===== src/rtl/snes_usb_pkg.sv =====
// Shared types and constants for the SNES B-bus to FT245 USB FIFO bridge.
package snes_usb_pkg;

  localparam int unsigned DATA_W = 8;
  localparam int unsigned CNT_W  = 4;

  localparam logic [DATA_W-1:0] ADDR_STAT = 8'hFE;
  localparam logic [DATA_W-1:0] ADDR_DATA = 8'hFF;

  localparam int unsigned STAT_RXV = 7;
  localparam int unsigned STAT_TXR = 6;
  localparam int unsigned STAT_ONE = 5;
  localparam int unsigned STAT_OVR = 4;

  typedef enum logic [2:0] {
    ST_IDLE,
    ST_RD_STROBE,
    ST_RD_RECOVER,
    ST_WR_SETUP,
    ST_WR_STROBE,
    ST_WR_RECOVER
  } state_e;

  // Status byte presented on a $21FE read.
  function automatic logic [DATA_W-1:0] status_byte(input logic rxv, input logic txr,
                                                    input logic ovr);
    logic [DATA_W-1:0] s;
    s           = '0;
    s[STAT_RXV] = rxv;
    s[STAT_TXR] = txr;
    s[STAT_ONE] = 1'b1;
    s[STAT_OVR] = ovr;
    return s;
  endfunction

endpackage


===== src/rtl/snes_usb_fifo_ctrl_sync.sv =====
// Two-flop synchroniser producing a clean level plus registered rise/fall pulses.
module snes_edge_sync #(
  parameter logic RST_VAL = 1'b1
) (
  input  logic clk,
  input  logic rst_n,
  input  logic async_i,
  output logic level_o,
  output logic rise_o,
  output logic fall_o
);

  logic meta_q, sync_q, rise_q, fall_q;

  // Edges are taken between the two flops so they line up with the new level.
  always_ff @(posedge clk or negedge rst_n) begin
    if (!rst_n) begin
      meta_q <= RST_VAL;
      sync_q <= RST_VAL;
      rise_q <= 1'b0;
      fall_q <= 1'b0;
    end else begin
      meta_q <= async_i;
      sync_q <= meta_q;
      rise_q <= meta_q & ~sync_q;
      fall_q <= ~meta_q & sync_q;
    end
  end

  assign level_o = sync_q;
  assign rise_o  = rise_q;
  assign fall_o  = fall_q;

endmodule


===== src/rtl/snes_usb_fifo_ctrl.sv =====
// SNES $21FE/$21FF port to FT245 USB FIFO sequencer with prefetch/transmit buffers.
// Optional sticky overrun status bit: define SNES_USB_OVERRUN_FLAG_EN.
module snes_usb_fifo_ctrl
  import snes_usb_pkg::*;
#(
  parameter int unsigned RD_PULSE = 3,
  parameter int unsigned WR_PULSE = 3,
  parameter int unsigned RECOVER  = 3,
  parameter int unsigned SETUP    = 1
) (
  input  logic       clk,
  input  logic       rst_n,
  input  logic [7:0] addr,
  input  logic       PARD_n,
  input  logic       PAWR_n,
  input  logic [7:0] snes_d_in,
  output logic [7:0] snes_d_out,
  output logic       snes_d_oe,
  input  logic       usb_active,
  input  logic       USB_RXFn,
  input  logic       USB_TXEn,
  output logic       USB_RDn,
  output logic       USB_WRn,
  input  logic [7:0] usb_d_in,
  output logic [7:0] usb_d_out,
  output logic       usb_d_oe
);

  logic pard_lvl, pard_rise, pard_fall;
  logic pawr_lvl, pawr_rise, pawr_fall;
  logic rxfn_s, rxf_rise, rxf_fall;
  logic txen_s, txe_rise, txe_fall;

  snes_edge_sync #(.RST_VAL(1'b1)) u_sync_pard (
    .clk(clk), .rst_n(rst_n), .async_i(PARD_n),
    .level_o(pard_lvl), .rise_o(pard_rise), .fall_o(pard_fall)
  );
  snes_edge_sync #(.RST_VAL(1'b1)) u_sync_pawr (
    .clk(clk), .rst_n(rst_n), .async_i(PAWR_n),
    .level_o(pawr_lvl), .rise_o(pawr_rise), .fall_o(pawr_fall)
  );
  snes_edge_sync #(.RST_VAL(1'b1)) u_sync_rxf (
    .clk(clk), .rst_n(rst_n), .async_i(USB_RXFn),
    .level_o(rxfn_s), .rise_o(rxf_rise), .fall_o(rxf_fall)
  );
  snes_edge_sync #(.RST_VAL(1'b1)) u_sync_txe (
    .clk(clk), .rst_n(rst_n), .async_i(USB_TXEn),
    .level_o(txen_s), .rise_o(txe_rise), .fall_o(txe_fall)
  );

  logic unused_sync;
  assign unused_sync = ^{pard_lvl, pawr_lvl, pawr_fall, rxf_rise, rxf_fall, txe_rise, txe_fall};

  state_e            state_q, state_d;
  logic [CNT_W-1:0]  cnt_q, cnt_d;
  logic              rdn_q, rdn_d;
  logic              wrn_q, wrn_d;
  logic              d_oe_q, d_oe_d;
  logic [DATA_W-1:0] d_out_q, d_out_d;

  logic [DATA_W-1:0] rx_buf_q, tx_buf_q, snes_d_out_q;
  logic              rx_valid_q, tx_pending_q, rd_active_q, rd_hit_q;

  logic              rx_load_c, tx_done_c, launch_c, go_wr_c, go_rd_c;
  logic              wr_hit_c, ovr;
  logic [DATA_W-1:0] status_c;

  assign wr_hit_c = pawr_rise & (addr == ADDR_DATA);
  assign status_c = status_byte(rx_valid_q, ~tx_pending_q, ovr);

  // FSM state register and registered FIFO pin drivers.
  always_ff @(posedge clk or negedge rst_n) begin
    if (!rst_n) begin
      state_q <= ST_IDLE;
      cnt_q   <= '0;
      rdn_q   <= 1'b1;
      wrn_q   <= 1'b1;
      d_oe_q  <= 1'b0;
      d_out_q <= '0;
    end else begin
      state_q <= state_d;
      cnt_q   <= cnt_d;
      rdn_q   <= rdn_d;
      wrn_q   <= wrn_d;
      d_oe_q  <= d_oe_d;
      d_out_q <= d_out_d;
    end
  end

  // Next-state logic; the last recovery cycle arbitrates like IDLE to hit minimum periods.
  always_comb begin
    state_d   = state_q;
    cnt_d     = cnt_q;
    rdn_d     = 1'b1;
    wrn_d     = 1'b1;
    d_oe_d    = 1'b0;
    d_out_d   = d_out_q;
    rx_load_c = 1'b0;
    tx_done_c = 1'b0;
    launch_c  = 1'b0;
    go_wr_c   = usb_active & tx_pending_q & ~txen_s;
    go_rd_c   = usb_active & ~rx_valid_q & ~rxfn_s & ~rd_active_q;

    case (state_q)
      ST_IDLE: launch_c = 1'b1;
      ST_RD_STROBE: begin
        rdn_d = 1'b0;
        if (cnt_q == '0) begin
          rdn_d     = 1'b1;
          rx_load_c = 1'b1;
          state_d   = ST_RD_RECOVER;
          cnt_d     = CNT_W'(RECOVER - 1);
        end else begin
          cnt_d = cnt_q - CNT_W'(1);
        end
      end
      ST_WR_SETUP: begin
        d_oe_d = 1'b1;
        if (cnt_q == '0) begin
          wrn_d   = 1'b0;
          state_d = ST_WR_STROBE;
          cnt_d   = CNT_W'(WR_PULSE - 1);
        end else begin
          cnt_d = cnt_q - CNT_W'(1);
        end
      end
      ST_WR_STROBE: begin
        d_oe_d = 1'b1;
        wrn_d  = 1'b0;
        if (cnt_q == '0) begin
          wrn_d     = 1'b1;
          tx_done_c = 1'b1;
          state_d   = ST_WR_RECOVER;
          cnt_d     = CNT_W'(RECOVER - 1);
        end else begin
          cnt_d = cnt_q - CNT_W'(1);
        end
      end
      ST_RD_RECOVER, ST_WR_RECOVER: begin
        if (cnt_q == '0) begin
          state_d  = ST_IDLE;
          launch_c = 1'b1;
        end else begin
          cnt_d = cnt_q - CNT_W'(1);
        end
      end
      default: state_d = ST_IDLE;
    endcase

    if (launch_c) begin
      if (go_wr_c) begin
        state_d = ST_WR_SETUP;
        cnt_d   = CNT_W'(SETUP - 1);
        d_oe_d  = 1'b1;
        d_out_d = tx_buf_q;
      end else if (go_rd_c) begin
        state_d = ST_RD_STROBE;
        cnt_d   = CNT_W'(RD_PULSE - 1);
        rdn_d   = 1'b0;
      end
    end
  end

  // Buffers, flags and SNES read data; a new SNES write beats the transmit-done clear.
  always_ff @(posedge clk or negedge rst_n) begin
    if (!rst_n) begin
      rx_buf_q     <= '0;
      tx_buf_q     <= '0;
      snes_d_out_q <= '0;
      rx_valid_q   <= 1'b0;
      tx_pending_q <= 1'b0;
      rd_active_q  <= 1'b0;
      rd_hit_q     <= 1'b0;
    end else if (!usb_active) begin
      rx_valid_q   <= 1'b0;
      tx_pending_q <= 1'b0;
      rd_active_q  <= 1'b0;
      rd_hit_q     <= 1'b0;
    end else begin
      if (rx_load_c) begin
        rx_buf_q   <= usb_d_in;
        rx_valid_q <= 1'b1;
      end else if (pard_rise && rd_hit_q) begin
        rx_valid_q <= 1'b0;
      end

      if (pard_fall && (addr == ADDR_DATA)) begin
        rd_active_q  <= 1'b1;
        rd_hit_q     <= rx_valid_q;
        snes_d_out_q <= rx_valid_q ? rx_buf_q : '0;
      end else if (pard_fall && (addr == ADDR_STAT)) begin
        snes_d_out_q <= status_c;
      end else if (pard_rise) begin
        rd_active_q <= 1'b0;
        rd_hit_q    <= 1'b0;
      end

      if (wr_hit_c) begin
        tx_buf_q     <= snes_d_in;
        tx_pending_q <= 1'b1;
      end else if (tx_done_c) begin
        tx_pending_q <= 1'b0;
      end
    end
  end

`ifdef SNES_USB_OVERRUN_FLAG_EN
  logic ovr_q, stat_rd_q, overrun_c;
  assign overrun_c = wr_hit_c & tx_pending_q & usb_active;

  // Sticky overrun, cleared when a status read ends unless a new overrun lands then.
  always_ff @(posedge clk or negedge rst_n) begin
    if (!rst_n) begin
      ovr_q     <= 1'b0;
      stat_rd_q <= 1'b0;
    end else begin
      if (pard_fall) begin
        stat_rd_q <= usb_active & (addr == ADDR_STAT);
      end else if (pard_rise) begin
        stat_rd_q <= 1'b0;
      end
      if (overrun_c) begin
        ovr_q <= 1'b1;
      end else if (pard_rise && stat_rd_q) begin
        ovr_q <= 1'b0;
      end
    end
  end
  assign ovr = ovr_q;
`else
  assign ovr = 1'b0;
`endif

  assign snes_d_oe  = ~PARD_n & ((addr == ADDR_STAT) | (addr == ADDR_DATA)) & usb_active;
  assign snes_d_out = snes_d_out_q;
  assign USB_RDn    = rdn_q;
  assign USB_WRn    = wrn_q;
  assign usb_d_oe   = d_oe_q;
  assign usb_d_out  = d_out_q;

endmodule

===== config.mk =====
export PLATFORM = sky130hd
export DESIGN_NAME = snes_usb_fifo_ctrl
export DESIGN_NICKNAME = d
export VERILOG_FILES = /design/src/rtl/snes_usb_pkg.sv /design/src/rtl/snes_usb_fifo_ctrl_sync.sv /design/src/rtl/snes_usb_fifo_ctrl.sv
export SDC_FILE = /design/constraint.sdc
export NUM_CORES = 1
export LEC_CHECK = 0
export CORE_MARGIN = 5
export CORE_UTILIZATION = 55
export DETAILED_ROUTE_END_ITERATION = 8
export PLACE_DENSITY = 0.89
export SKIP_LAST_GASP = 1
export SYNTH_ARGS = -nofsm -noshare
export SYNTH_HDL_FRONTEND = slang
export SYNTH_SLANG_ARGS = --single-unit

===== constraint.sdc =====
create_clock -name clk -period 3.3 [get_ports clk]
set_input_delay 0.33 -clock clk [delete_from_list [all_inputs] [get_ports clk]]
set_output_delay 0.33 -clock clk [all_outputs]
set_load 0.02 [all_outputs]

==> run summary, run 1 <==
TritonCTS buffer count: 9
Area of the core: 4410 sq um
Cts repair resizes: 0
Row count: 24
Yosys reg bits: 57
P&R area growth vs syn: 29.3%
Distinct cells, synth: 50
Routed WL: 5160 um
Buf/Inv on CP: 2
Synth Area per Inst: 11.9 sq um
Largest net degree at the start of global routing: 37
Crit Path Class: input port to primary output
Fraction of power consumed by sequential logic: 42.8%
Number of diodes: 0
Clock Sinks: 57
Hpwl dp: 3560 um
CP cell instances: clkdlybuf4s50_1 -> nand4_1 -> nor2_1 -> nand2_1 -> nor2_1 -> clkdlybuf4s50_1
Slew @ Worst Pin: 0.758 ns
Cts hold-fix bufs: 0
Die area: 6040 sq um
Critical path data required time: 2.97 ns
DRT iter0 DRCs: 107
Register clock-pin slew on the reported worst setup and hold paths: 0.06 ns
Worst Skew: 0.00838 ns
Sequential area share after synthesis: 57.1%
TNS Setup: 0 ns
Vias in the first global route: 1926
Max-cap violations: 0
Unrepaired setup endpoints after global routing: false
Power Total: 2.23 mW
Filler cells: 280
Ports: 51
TritonCTS clock tree: yes
Pwr Density: 683 nW/um^2
Initial Utilization: 57.1%
Worst path max stage delay: 0.61 ns
Crit. End Element: primary output
Clock latency on the worst-skew pair: 0.33 ns
Slew Viols, Final: 0
Outcome: complete, no violations
Mapped Nets: 244
Maximum vdd ir drop: 0.000376 V
Post-detailed-route wirelength per cell: 16.2 um
Post-synth top area share: 46.7%
Worst setup startpoint: addr[6]
Yosys warnings: 0
Drt drc: 0
Main flop type after synthesis: dfrtp_1
DRT antenna net count: 0
RD Place Congestion: 0.827
Mapped Area: 2520 sq um
Die Wd: 77.7 um
Slew headroom: 48.7%
First-pass GRT wire length: 8960 um
Grt ovf: 0
Slowest CP cell: clkdlybuf4s50_1
Post-synth EDFFs: 0
Int Power: 1.58 mW
Ranking of synthesized cells by area: dfrtp_1 47%, mux2_2 12%, dfstp_2 10%
Switching Fraction: 28.9%
Cell taking the most area after synthesis: dfrtp_1
Post-CTS Setup Repair Bufs: 0
Count of input and output buffers: 50
Worst EP arrival: 2.01 ns
Clock share of power: 33.4%
Worst r2r src: cnt_q[0]$_DFF_PN0_
Crit-path leading delay family: buffers and inverters
TritonRoute pass-1 iters: 4
Final Critical Period: 2.34 ns
NetSw: 0.644 mW
Hold WC Path Type: input port to async pin
Fmax: 0.427 GHz
Vias per inst: 5.67
Initial antenna violation count: 0
Fin nets: 296
Clock Tree Buf Depth: 2
Die Span Y: 77.7 um
Leakage Power: 1.43 nW
Final setup fails: 0
Period utilization: 70.9%
Kind of start point of the critical path: input port
Final Hold Fails: 0
GRT Util Overall: 18.9%
Worst Path Max Fanout: 4
Share of cells above drive strength 1: 23.6%
Vias: 1808
Clock Root Buffer: clkbuf_8
H-tree depth: 3
Combinational Power Share: 23.7%
Gate Count Post-Synth: 211
Layout Utilization: 73.8%
Ys async rst share: 100%
==> synth_stat cells, types with 3 or more instances <==
| cell | instances |
|---|---|
| nor2_1 | 10 |
| o21ai_0 | 12 |
| dfstp_2 | 10 |
| a31oi_1 | 3 |
| nand3_1 | 12 |
| nor2b_1 | 4 |
| nand2_1 | 19 |
| a21oi_1 | 6 |
| dfrtp_1 | 47 |
| nand3b_1 | 4 |
| clkbuf_1 | 5 |
| mux2_2 | 26 |
| nor3_1 | 4 |
| inv_1 | 4 |
==> sequential cells by signal, indices dropped and copies added (netlist names), 3 cells and up <==
signal / cells
rx_buf_q: 8
snes_d_out: 8
tx_buf_q: 8
usb_d_out: 8
cnt_q: 4
state_q: 3
==> cell usage in the layout, fill, tap and decap left out, types with 4 or more instances in the layout <==
cell	Yosys	routed
clkdlybuf4s50_1	0	49
dfrtp_1	47	47
mux2_2	26	26
nand2_1	19	19
o21ai_0	12	12
nand3_1	12	12
clkbuf_8	0	12
dfstp_2	10	10
nor2_1	10	10
a21oi_1	6	6
inv_1	4	4
nor2b_1	4	4
nand3b_1	4	4
nor3_1	4	4
==> stage by stage <==
stage	instance area, sq um	setup WS, ns	std cells	hold slack (ns)
final	3260	0.959	319	0.0607
after global routing	3260	0.762	319	0.132
after CTS	3260	0.954	319	0.0798
after detailed placement	3030	0.942	304	0.348
after global placement	3030	1.02	304	0.346
after floorplan	2520	1.47	211	0.0344
==> power groups by stage <==
stage | registers (mW) | logic, mW | clock network, mW
after CTS | 0.949 | 0.531 | 0.756
after global routing | 0.971 | 0.588 | 0.792
after floorplan | 0.905 | 0.438 | 0
after global placement | 0.954 | 0.505 | 0
final | 0.953 | 0.529 | 0.745
after detailed placement | 0.960 | 0.521 | 0
==> cells by family (layout without fill, tap and decap cells) <==
kind of cell / Yosys count / count (layout) / synth area share (%)
compound gates: 38 / 38 / 10.3
mux: 28 / 28 / 12.4
fa+ha+maj: 2 / 2 / 0.992
flops: 57 / 57 / 57.1
buf+inv: 15 / 71 / 3.18
simple gates: 71 / 71 / 16.0
==> cell type report <==
| cell class | instances | area [sq um] | share of cell area (%) |
|---|---|---|---|
| inverter | 5 | 21.3 | 0.653 |
| timing repair buffer | 51 | 503 | 15.4 |
| tap | 52 | 65.1 | 2.00 |
| clock buffer | 13 | 169 | 5.18 |
| clock inverter | 2 | 60.1 | 1.84 |
| sequential | 57 | 1440 | 44.1 |
| multi-input combinational | 139 | 1000 | 30.7 |
==> routing by layer <==
layer	global-route usage, %	up-vias	part of all wire (%)
met4	8.25	0	2.2
met5	0	-	0
met2	30.7	51	49
met1	22.8	881	42
li1	-	863	-
met3	6.60	13	6.4
==> final timing paths <==
path	cells past startpoint	endpoint	slack (ns)
min	1	u_sync_pard.rise_o$_DFF_PN0_	0.06
max	6	snes_d_oe	0.96
min reg2reg	0	u_sync_rxf.level_o$_DFF_PN1_	0.35
max in group asynchronous	2	USB_RDn$_DFF_PN1_	2.42
max reg2reg	8	cnt_q[0]$_DFF_PN0_	1.22
min in group clk	0	u_sync_rxf.level_o$_DFF_PN1_	0.35
Power figures use the tool's default switching activity.
==> run 2: changes to the inputs <==
- CORE_UTILIZATION: 55 -> 46
- PLACE_DENSITY: 0.89 -> 0.8
- clock period: 3.3 -> 1.9 ns (I/O delays scaled with it)
==> run summary, run 2 (synthesis gave the netlist of run 1 again) <==
WHS: 0.263 ns (+0.202 ns)
Pwr Density: 1120 nW/um^2 (+64%)
Register Area: 1440 sq um (unchanged)
Clock Tree Buf Depth: 2 (unchanged)
Max-cap violations: 0 (unchanged)
Commonest non-fill, non-tap cell in the layout: clkdlybuf4s50_1
Count of input and output buffers: 50 (unchanged)
Worst r2r src: cnt_q[0]$_DFF_PN0_
Fmax: 0.538 GHz
Maximum vdd ir drop: 0.000568 V (+51%)
Leakage Power: 1.55 nW (+8.5%)
Final Hold Fails: 0 (unchanged)
GRT Util Overall: 15.9% (-3.0 points)
Final Non-Filler Cells: 368 (+15%)
Layout Utilization: 64.6% (-9.3 points)
P&R area growth vs syn: 38.5%
Initial antenna violation count: 0 (unchanged)
Post-detailed-route wirelength per cell: 14.5 um (-10%)
Hold path start: USB_RXFn
Share of cells above drive strength 1: 31.4% (+7.8 points)
Worst Skew: 0.0110 ns (+0.00264 ns)
Row count: 27 (+13%)
Final setup fails: 0 (unchanged)
Number of diodes: 0 (unchanged)
Hold WC Path Type: input port to register
Largest net degree at the start of global routing: 22 (-41%)
DP Area: 3240 sq um (+6.9%)
Slew headroom: 65.4% (+17 points)
Vias in the first global route: 1932 (+0.31%)
Clock Root Buffer: clkbuf_8
First-pass GRT wire length: 8890 um (-0.77%)
Crit. End Element: register
Grt ovf: 0 (unchanged)
Commonest non-fill, non-tap cells in the layout: 48 x clkdlybuf4s50_1, 47 x dfrtp_1, 26 x mux2_2, 26 x buf_4, 19 x nand2_1
Vias: 1905 (+5.4%)
Register clock-pin slew on the reported worst setup and hold paths: 0.06 ns (about the same)
Slew @ Worst Pin: 0.511 ns (-0.247 ns)
Worst Path Max Fanout: 9 (+5)
Vias per inst: 5.18 (-8.7%)
Clock Sinks: 57 (unchanged)
Die Wd: 84.0 um (+8.1%)
Clock latency on the worst-skew pair: 0.33 ns (about the same)
Die area: 7060 sq um (+17%)
Placed Cells: 347 (+14%)
Outcome: complete, no violations
Crit Path Class: register to register
Slew Viols, Final: 0 (unchanged)
Drt drc: 0 (unchanged)
Final Critical Period: 1.86 ns
Die Span Y: 84.0 um (+8.1%)
Routed WL: 5330 um (+3.3%)
Worst EP arrival: 2.07 ns (+0.06 ns)
Ports: 51 (unchanged)
RD Place Congestion: 0.896 (+8.4%)
Power Total: 3.92 mW (+76%)
Filler cells: 437 (+56%)
Initial Utilization: 46.6% (-10 points)
Unrepaired setup endpoints after global routing: true
Hpwl dp: 3780 um (+6.4%)
TritonCTS buffer count: 9 (unchanged)
Worst setup startpoint: cnt_q[0]$_DFF_PN0_
TritonRoute pass-1 iters: 4 (unchanged)
Period utilization: 97.8%
DRT iter0 DRCs: 107 (unchanged)
Final Cell Area: 3490 sq um (+7.1%)
H-tree depth: 3 (unchanged)
Critical path data required time: 2.11 ns (-0.86 ns)
Fin nets: 324 (+9.5%)
Area of the core: 5410 sq um (+22%)
Kind of start point of the critical path: register
TritonCTS clock tree: yes
Area of the multi-input gates: 1030 sq um (+2.6%)
DRT antenna net count: 0 (unchanged)
## run 2: changes by cell type in the layout (fill, tap and decap cells not counted), sizes merged
cell,delta
bufinv,-1
clkinvlp,+1
dlygate4sd3,+1
dlygate4sd2,+1
buf,+27
clkinv,+1
clkdlybuf4s50,-1
## run 2: path summary, 6_finish.rpt
path | end | slack, ns | depth (start not counted)
worst max-delay path | rx_buf_q[2]$_DFFE_PN0P_ | 0.04 | 8
worst min register to register | u_sync_rxf.level_o$_DFF_PN1_ | 0.35 | 0
worst min-delay path | u_sync_rxf.meta_q$_DFF_PN1_ | 0.26 | 1
max in group asynchronous | u_sync_txe.level_o$_DFF_PN1_ | 0.92 | 3
worst max register to register | rx_buf_q[2]$_DFFE_PN0P_ | 0.04 | 8
min in group asynchronous | rd_active_q$_DFFE_PN0P_ | 0.32 | 2
## run 2: stage by stage
| stage | setup TNS [ns] | setup slack (ns) |
|---|---|---|
| floorplan | 0 | 0.0705 |
| global placement | -0.104 | -0.0959 |
| detailed placement | -0.0886 | -0.0886 |
| CTS | 0 | 0.0365 |
| global route | -0.627 | -0.0567 |
| finish | 0 | 0.0423 |
## run 2: where the power goes
part / switching, mW / leakage [nW] / internal, mW / total [mW]
registers: 0.135 / 0.731 / 1.43 / 1.56
logic: 0.620 / 0.732 / 0.690 / 1.31
clock network: 0.444 / 0.0876 / 0.605 / 1.05
total: 1.20 / 1.55 / 2.72 / 3.92
## run 2: final cells by class
class                           count  share of cell area (%)
Sequential cell                    57                    41.2
Timing Repair Buffer               79                    20.9
Tap cell                           72                    2.58
Clock buffer                       13                    3.98
Clock inverter                      3                    1.22
Multi-Input combinational cell    139                    29.5
Inverter                            5                   0.609
## run 2: critical path, cell delays in order (launching register included)
cell and delay, ns:
dfrtp_1 0.40, inv_2 0.07, ha_2 0.17, nor3b_4 0.18, buf_6 0.15, buf_4 0.12
and2_2 0.16, nand3_4 0.16, mux2_2 0.32
## run 2: what timing repair did
item / in CTS / in global routing
endpoints found under the hold margin: 11 / 0
hold buffers: 1 / 0
setup endpoints to repair: 9 / 11
setup buffers: 2 / 2
resized for setup: 1 / 6
pin swaps: 1 / 3
## run 2: routing by layer
layer / vias to the layer above / track usage (%) / wire length [um]
li1: 918 / - / -
met1: 929 / 19.9 / 2330
met2: 46 / 25.5 / 2650
met3: 12 / 4.15 / 229
met4: 0 / 7.89 / 128
met5: - / 0 / 0
